$ cat src/rtl/div_arb_pkg.sv
// Shared types and constants for the divider arbiter.
package div_arb_pkg;

  // Transaction phases of the shared divider port.
  typedef enum logic [1:0] {
    ST_IDLE  = 2'd0,
    ST_ISSUE = 2'd1,
    ST_WAIT  = 2'd2,
    ST_RESP  = 2'd3
  } state_t;

  // Widest operand this block is expected to be built with.
  localparam int MAX_DATA_W = 64;

  // Quotient returned for a zero divisor: all ones, sliced to DATA_W.
  localparam logic [MAX_DATA_W-1:0] DZ_QUOTIENT_ALL = '1;

  // The remainder carries one extra bit so a divide-by-zero can return
  // the sign-extended dividend.
  function automatic int rem_width(input int data_w);
    return data_w + 1;
  endfunction

endpackage

$ cat src/rtl/div_arbiter_rr_arbiter2.sv
// Two-input round-robin picker. The pointer names the requester that wins
// a tie and moves past whichever requester just completed service.
module rr_arbiter2 (
  input  logic       clk,
  input  logic       rst_b,
  input  logic [1:0] req,
  input  logic       commit,
  input  logic       commit_id,
  output logic       grant_vld,
  output logic       grant_id
);

  logic ptr;

  // A lone request wins outright; a tie goes to the pointer.
  always_comb begin
    grant_vld = |req;
    grant_id  = 1'b0;
    if (req[0] && req[1]) begin
      grant_id = ptr;
    end else begin
      grant_id = req[1];
    end
  end

  // Point at the other requester once a service completes.
  always_ff @(posedge clk or negedge rst_b) begin
    if (!rst_b) begin
      ptr <= 1'b0;
    end else if (commit) begin
      ptr <= ~commit_id;
    end
  end

endmodule

$ cat src/rtl/div_arbiter.sv
// Shares one sequential divider between two requesters: round-robin
// arbitration, operand capture, start/wait handshake with a watchdog,
// divide-by-zero short-circuit and a ready/valid response bus.
module div_arbiter
  import div_arb_pkg::*;
#(
  parameter int TIMEOUT_CYCLES = 255,
  parameter int DATA_W         = 32
) (
  input  logic              clk,
  input  logic              rst_b,
  input  logic              req0,
  input  logic [DATA_W-1:0] x0,
  input  logic [DATA_W-1:0] y0,
  output logic              ack0,
  input  logic              req1,
  input  logic [DATA_W-1:0] x1,
  input  logic [DATA_W-1:0] y1,
  output logic              ack1,
  output logic              rsp_valid,
  input  logic              rsp_ready,
  output logic              rsp_id,
  output logic [DATA_W-1:0] rsp_quotient,
  output logic [DATA_W:0]   rsp_remainder,
  output logic              rsp_dz,
  output logic              rsp_err,
  output logic              div_start,
  output logic              div_abort,
  output logic [DATA_W-1:0] div_x,
  output logic [DATA_W-1:0] div_y,
  input  logic              div_done,
  input  logic [DATA_W-1:0] div_quotient,
  input  logic [DATA_W:0]   div_remainder
);

  localparam int REM_W = rem_width(DATA_W);
  localparam int WD_W  = $clog2(TIMEOUT_CYCLES + 1);
  localparam logic [WD_W-1:0] WD_LIMIT = WD_W'(TIMEOUT_CYCLES);
  localparam logic [DATA_W-1:0] DZ_QUOTIENT = DZ_QUOTIENT_ALL[DATA_W-1:0];

  state_t            state;
  logic [DATA_W-1:0] x_q;
  logic [DATA_W-1:0] y_q;
  logic [WD_W-1:0]   wd_cnt;
  logic [WD_W-1:0]   wd_next;
  logic              grant_vld;
  logic              grant_id;
  logic              rsp_fire;
  logic [DATA_W-1:0] win_x;
  logic [DATA_W-1:0] win_y;
  logic [REM_W-1:0]  dz_rem;

  assign win_x    = grant_id ? x1 : x0;
  assign win_y    = grant_id ? y1 : y0;
  assign dz_rem   = {win_x[DATA_W-1], win_x};
  assign wd_next  = wd_cnt + 1'b1;
  assign rsp_fire = (state == ST_RESP) && rsp_valid && rsp_ready;

  // Captured operands feed the divider directly and hold until the next capture.
  assign div_x = x_q;
  assign div_y = y_q;

  rr_arbiter2 u_rr (
    .clk       (clk),
    .rst_b     (rst_b),
    .req       ({req1, req0}),
    .commit    (rsp_fire),
    .commit_id (rsp_id),
    .grant_vld (grant_vld),
    .grant_id  (grant_id)
  );

  // Transaction FSM with registered acks, divider strobes and response fields.
  always_ff @(posedge clk or negedge rst_b) begin
    if (!rst_b) begin
      state         <= ST_IDLE;
      x_q           <= '0;
      y_q           <= '0;
      wd_cnt        <= '0;
      ack0          <= 1'b0;
      ack1          <= 1'b0;
      div_start     <= 1'b0;
      div_abort     <= 1'b0;
      rsp_valid     <= 1'b0;
      rsp_id        <= 1'b0;
      rsp_quotient  <= '0;
      rsp_remainder <= '0;
      rsp_dz        <= 1'b0;
      rsp_err       <= 1'b0;
    end else begin
      ack0      <= 1'b0;
      ack1      <= 1'b0;
      div_start <= 1'b0;
      div_abort <= 1'b0;
      case (state)
        ST_IDLE: begin
          if (grant_vld) begin
            x_q    <= win_x;
            y_q    <= win_y;
            rsp_id <= grant_id;
            ack0   <= ~grant_id;
            ack1   <= grant_id;
            if (win_y == '0) begin
              // Zero divisor: answer without touching the divider; rsp_valid
              // is raised one cycle later from RESP.
              rsp_dz        <= 1'b1;
              rsp_err       <= 1'b0;
              rsp_quotient  <= DZ_QUOTIENT;
              rsp_remainder <= dz_rem;
              state         <= ST_RESP;
            end else begin
              state <= ST_ISSUE;
            end
          end
        end
        ST_ISSUE: begin
          div_start <= 1'b1;
          wd_cnt    <= '0;
          state     <= ST_WAIT;
        end
        ST_WAIT: begin
          wd_cnt <= wd_next;
          // A completion in the expiry cycle still counts as success.
          if (div_done) begin
            rsp_quotient  <= div_quotient;
            rsp_remainder <= div_remainder;
            rsp_dz        <= 1'b0;
            rsp_err       <= 1'b0;
            rsp_valid     <= 1'b1;
            state         <= ST_RESP;
          end else if (wd_next == WD_LIMIT) begin
            div_abort     <= 1'b1;
            rsp_quotient  <= '0;
            rsp_remainder <= '0;
            rsp_dz        <= 1'b0;
            rsp_err       <= 1'b1;
            rsp_valid     <= 1'b1;
            state         <= ST_RESP;
          end
        end
        ST_RESP: begin
          if (!rsp_valid) begin
            rsp_valid <= 1'b1;
          end else if (rsp_ready) begin
            rsp_valid <= 1'b0;
            state     <= ST_IDLE;
          end
        end
        default: state <= ST_IDLE;
      endcase
    end
  end

endmodule

$ cat config.mk
export PLATFORM = sky130hd
export DESIGN_NAME = div_arbiter
export DESIGN_NICKNAME = d
export VERILOG_FILES = /design/src/rtl/div_arb_pkg.sv /design/src/rtl/div_arbiter_rr_arbiter2.sv /design/src/rtl/div_arbiter.sv
export SDC_FILE = /design/constraint.sdc
export NUM_CORES = 1
export LEC_CHECK = 0
export ABC_AREA = 1
export CAP_MARGIN = 20
export CORE_MARGIN = 2
export CORE_UTILIZATION = 42
export CTS_BUF_LIST = sky130_fd_sc_hd__clkbuf_16
export DETAILED_ROUTE_END_ITERATION = 12
export GPL_ROUTABILITY_DRIVEN = 0
export GPL_TIMING_DRIVEN = 0
export PLACE_DENSITY = 0.89
export SLEW_MARGIN = 20
export SYNTH_ARGS = -nofsm -noshare
export SYNTH_HDL_FRONTEND = slang
export SYNTH_SLANG_ARGS = --single-unit
$ cat constraint.sdc
create_clock -name clk -period 2.23 [get_ports clk]
set_input_delay 0.669 -clock clk [delete_from_list [all_inputs] [get_ports clk]]
set_output_delay 0.669 -clock clk [all_outputs]
set_load 0.1 [all_outputs]
==> results.md <==
- Share of cells above drive strength 1: 19.22%
- Commonest non-fill, non-tap cell in the layout: nand2_1
- Setup violators final: 3
- Hold slack: 197.3 ps
- Setup TNS: -36.33 ps
- Sequential area share after synthesis: 49.90%
- Commonest non-fill, non-tap cells in the layout: 343 x nand2_1, 195 x clkdlybuf4s50_1, 147 x dfrtp_1
- Slew margin rel.: 57.83%
- Multi-input logic area: 3408 um2
- Failing checks: setup timing
- Clock latency on the worst-skew pair: 420 ps
- Yosys warnings: 0
- Tmin final: 2253 ps
- Wl on met1: 10.77 mm
- Fmax: 443.8 MHz
- Crit path kind: register to register
- RSZ-0062 raised after global routing: true
- Clock Pin Slew Worst Setup and Hold Paths: 60 ps
- Gr ovfl total: 0
- Vias in the first global route: 8080
- Nets: 1509
- Max-slew violations: 0
- Met2 wire len: 14.10 mm
- First-pass GRT wire length: 43.34 mm
- Post-CTS Hold Fix Bufs: 0
- Top Metal Used: met4
- Synth top area cells: dfrtp_1 50%, nand2_1 18%, nand3_1 8.6%
- Run status: complete, but fails checks
- CTS root buf: clkbuf_16
- Detailed-routed wire length on met3: 2.313 mm
- Worst-margin pin slew: 632.5 ps
- Min-Delay Path Class: input port to async pin
- Initial Util: 42.91%
- Final Hold Fails: 0
- Crit end category: register
- Vias per std cell: 5.287
- Avg WL per Cell: 18.44 um
- Synthesized instance count: 943
- Area of the core: 17300 um2
- H-Tree Depth: 4
- Initial antenna violation count: 1
- Vias: 8152
- Post-synth top area share: 49.90%
- Pin count of the biggest net entering global routing: 79
- Post-synthesis register bit count: 148
- Post-DP HPWL: 21.10 mm
- Tcrit/Tclk final: 101.0%
- Worst EP arrival: 2560 ps
- Worst Path Max Fanout: 10
- Clock skew: 10.22 ps
- WL final: 28.44 mm
- CTS buffer count: 17
- Unique masters post-synth: 23
- Max-cap violations: 0
- Worst path required time: 2530 ps
- Syn-to-layout area delta: 64.14%
- Setup ws final: -23.22 ps
- Worst Setup Start Kind: register
- DR pass1 iterations: 5
- Drt initial violations: 686
- Die height: 136.9 um
- Mapped cell area: 7422 um2
- Syn_nets: 1148
- # DRC: 0
- Fill cell count: 1303
- Number of I/O pins: 336
- Syn Area/Cell: 7.871 um2
- Die X: 136.9 um
- Post-DRT Antenna Nets: 0
- Max clock buf depth: 2
- FF+latch area: 3705 um2
- CTS Sinks: 148
- GRT Total Usage: 30.24%
- Die ar.: 18750 um2
- Worst r2r path cells: 14
- CTS tree: built
- Buffers added on ports: 334
- Rows: 48
- Synth area leader: dfrtp_1
-- cell families after synthesis --
logic type               after synthesis  synth area share, %
flip-flops                           148                49.90
AO/OA/AOI/OAI                        113                8.092
multiplexers                          32                4.316
adder cells (fa/ha/maj)                6                1.011
buffers and inverters                 99                6.069
AND/OR/NAND/NOR                      545                30.61
-- state kept, by name, indices dropped and copies added (netlist names), 2 cells and up --
signal,count
rsp_quotient,32
rsp_remainder,33
wd_cnt,8
div_y,32
div_x,32
state,2
-- worst paths after layout --
check	start	endpoint	slack [ps]
setup / recovery	wd_cnt[0]	rsp_quotient[21]	-20
hold / removal	rst_b	div_x[10]	200
setup reg to reg	wd_cnt[0]	rsp_quotient[21]	-20
hold reg to reg	rsp_quotient[14]	rsp_quotient[14]	470
max in group asynchronous	rst_b	rsp_remainder[30]	1240
min in group clk	rsp_quotient[14]	rsp_quotient[14]	470
-- per-layer routing --
| metal | vias to the layer above | GRT usage [%] |
|---|---|---|
| met5 | - | 0 |
| li1 | 3832 | - |
| met2 | 398 | 50.97 |
| met3 | 97 | 7.296 |
| met1 | 3825 | 36.33 |
| met4 | 0 | 14.32 |
-- synth_stat cells --
cell / count
or2_2: 3
nor3_1: 2
o22ai_1: 5
clkbuf_1: 35
nor2_1: 44
buf_6: 3
nand2_1: 351
o21ai_0: 85
nand3_1: 128
inv_1: 32
nand2_2: 3
ha_1: 6
dfrtp_1: 148
buf_1: 1
nand4_1: 3
buf_2: 18
a21oi_2: 1
mux2i_1: 32
buf_4: 9
o21ai_1: 2
nand3b_1: 11
clkinv_1: 1
a31oi_1: 20
-- critical path, stage by stage, from the launching register on --
cell and delay, ps:
dfrtp_2 450, buf_4 150, inv_1 60, ha_2 170, nand3_2 90, nor2_2 90, nand2_1 70, nor2_2 130
nand2_2 100, a21oi_4 290, nand2_4 130, buf_6 160, buf_6 140, nand2_1 70, nand2_1 60
-- through the flow --
| step | std cells | utilization [%] | area, um2 | setup WS, ps |
|---|---|---|---|---|
| finish | 1542 | 70.44 | 12180 | -23.22 |
| CTS | 1538 | 69.41 | 12010 | 10.28 |
| global placement | 1502 | 63.87 | 11050 | -5521 |
| floorplan | 943 | - | 7422 | 17.66 |
| global route | 1541 | 70.42 | 12180 | -128.6 |
| detailed placement | 1503 | 64.06 | 11080 | -1106 |
-- repair_timing --
action                                  CTS  global route
setup buffers                             4             4
endpoints found under the setup margin  258            90
gates resized for setup                 446            64
pin swaps                                 5            18
gates cloned                              1             1
-- final cells by class --
| class | count | share of cell area [%] |
|---|---|---|
| flip-flops and latches | 148 | 30.41 |
| repair buffers | 345 | 29.81 |
| multi-input cells | 696 | 27.98 |
| clock buffers | 17 | 3.492 |
| plain buffers | 63 | 3.358 |
| well taps | 225 | 2.311 |
| clock inverters | 14 | 1.592 |
| inverters | 33 | 1.027 |
| diodes | 1 | 0.02054 |
Power is not shown: default switching activity piles up to over one toggle a cycle in this logic, so the estimate is an artifact.
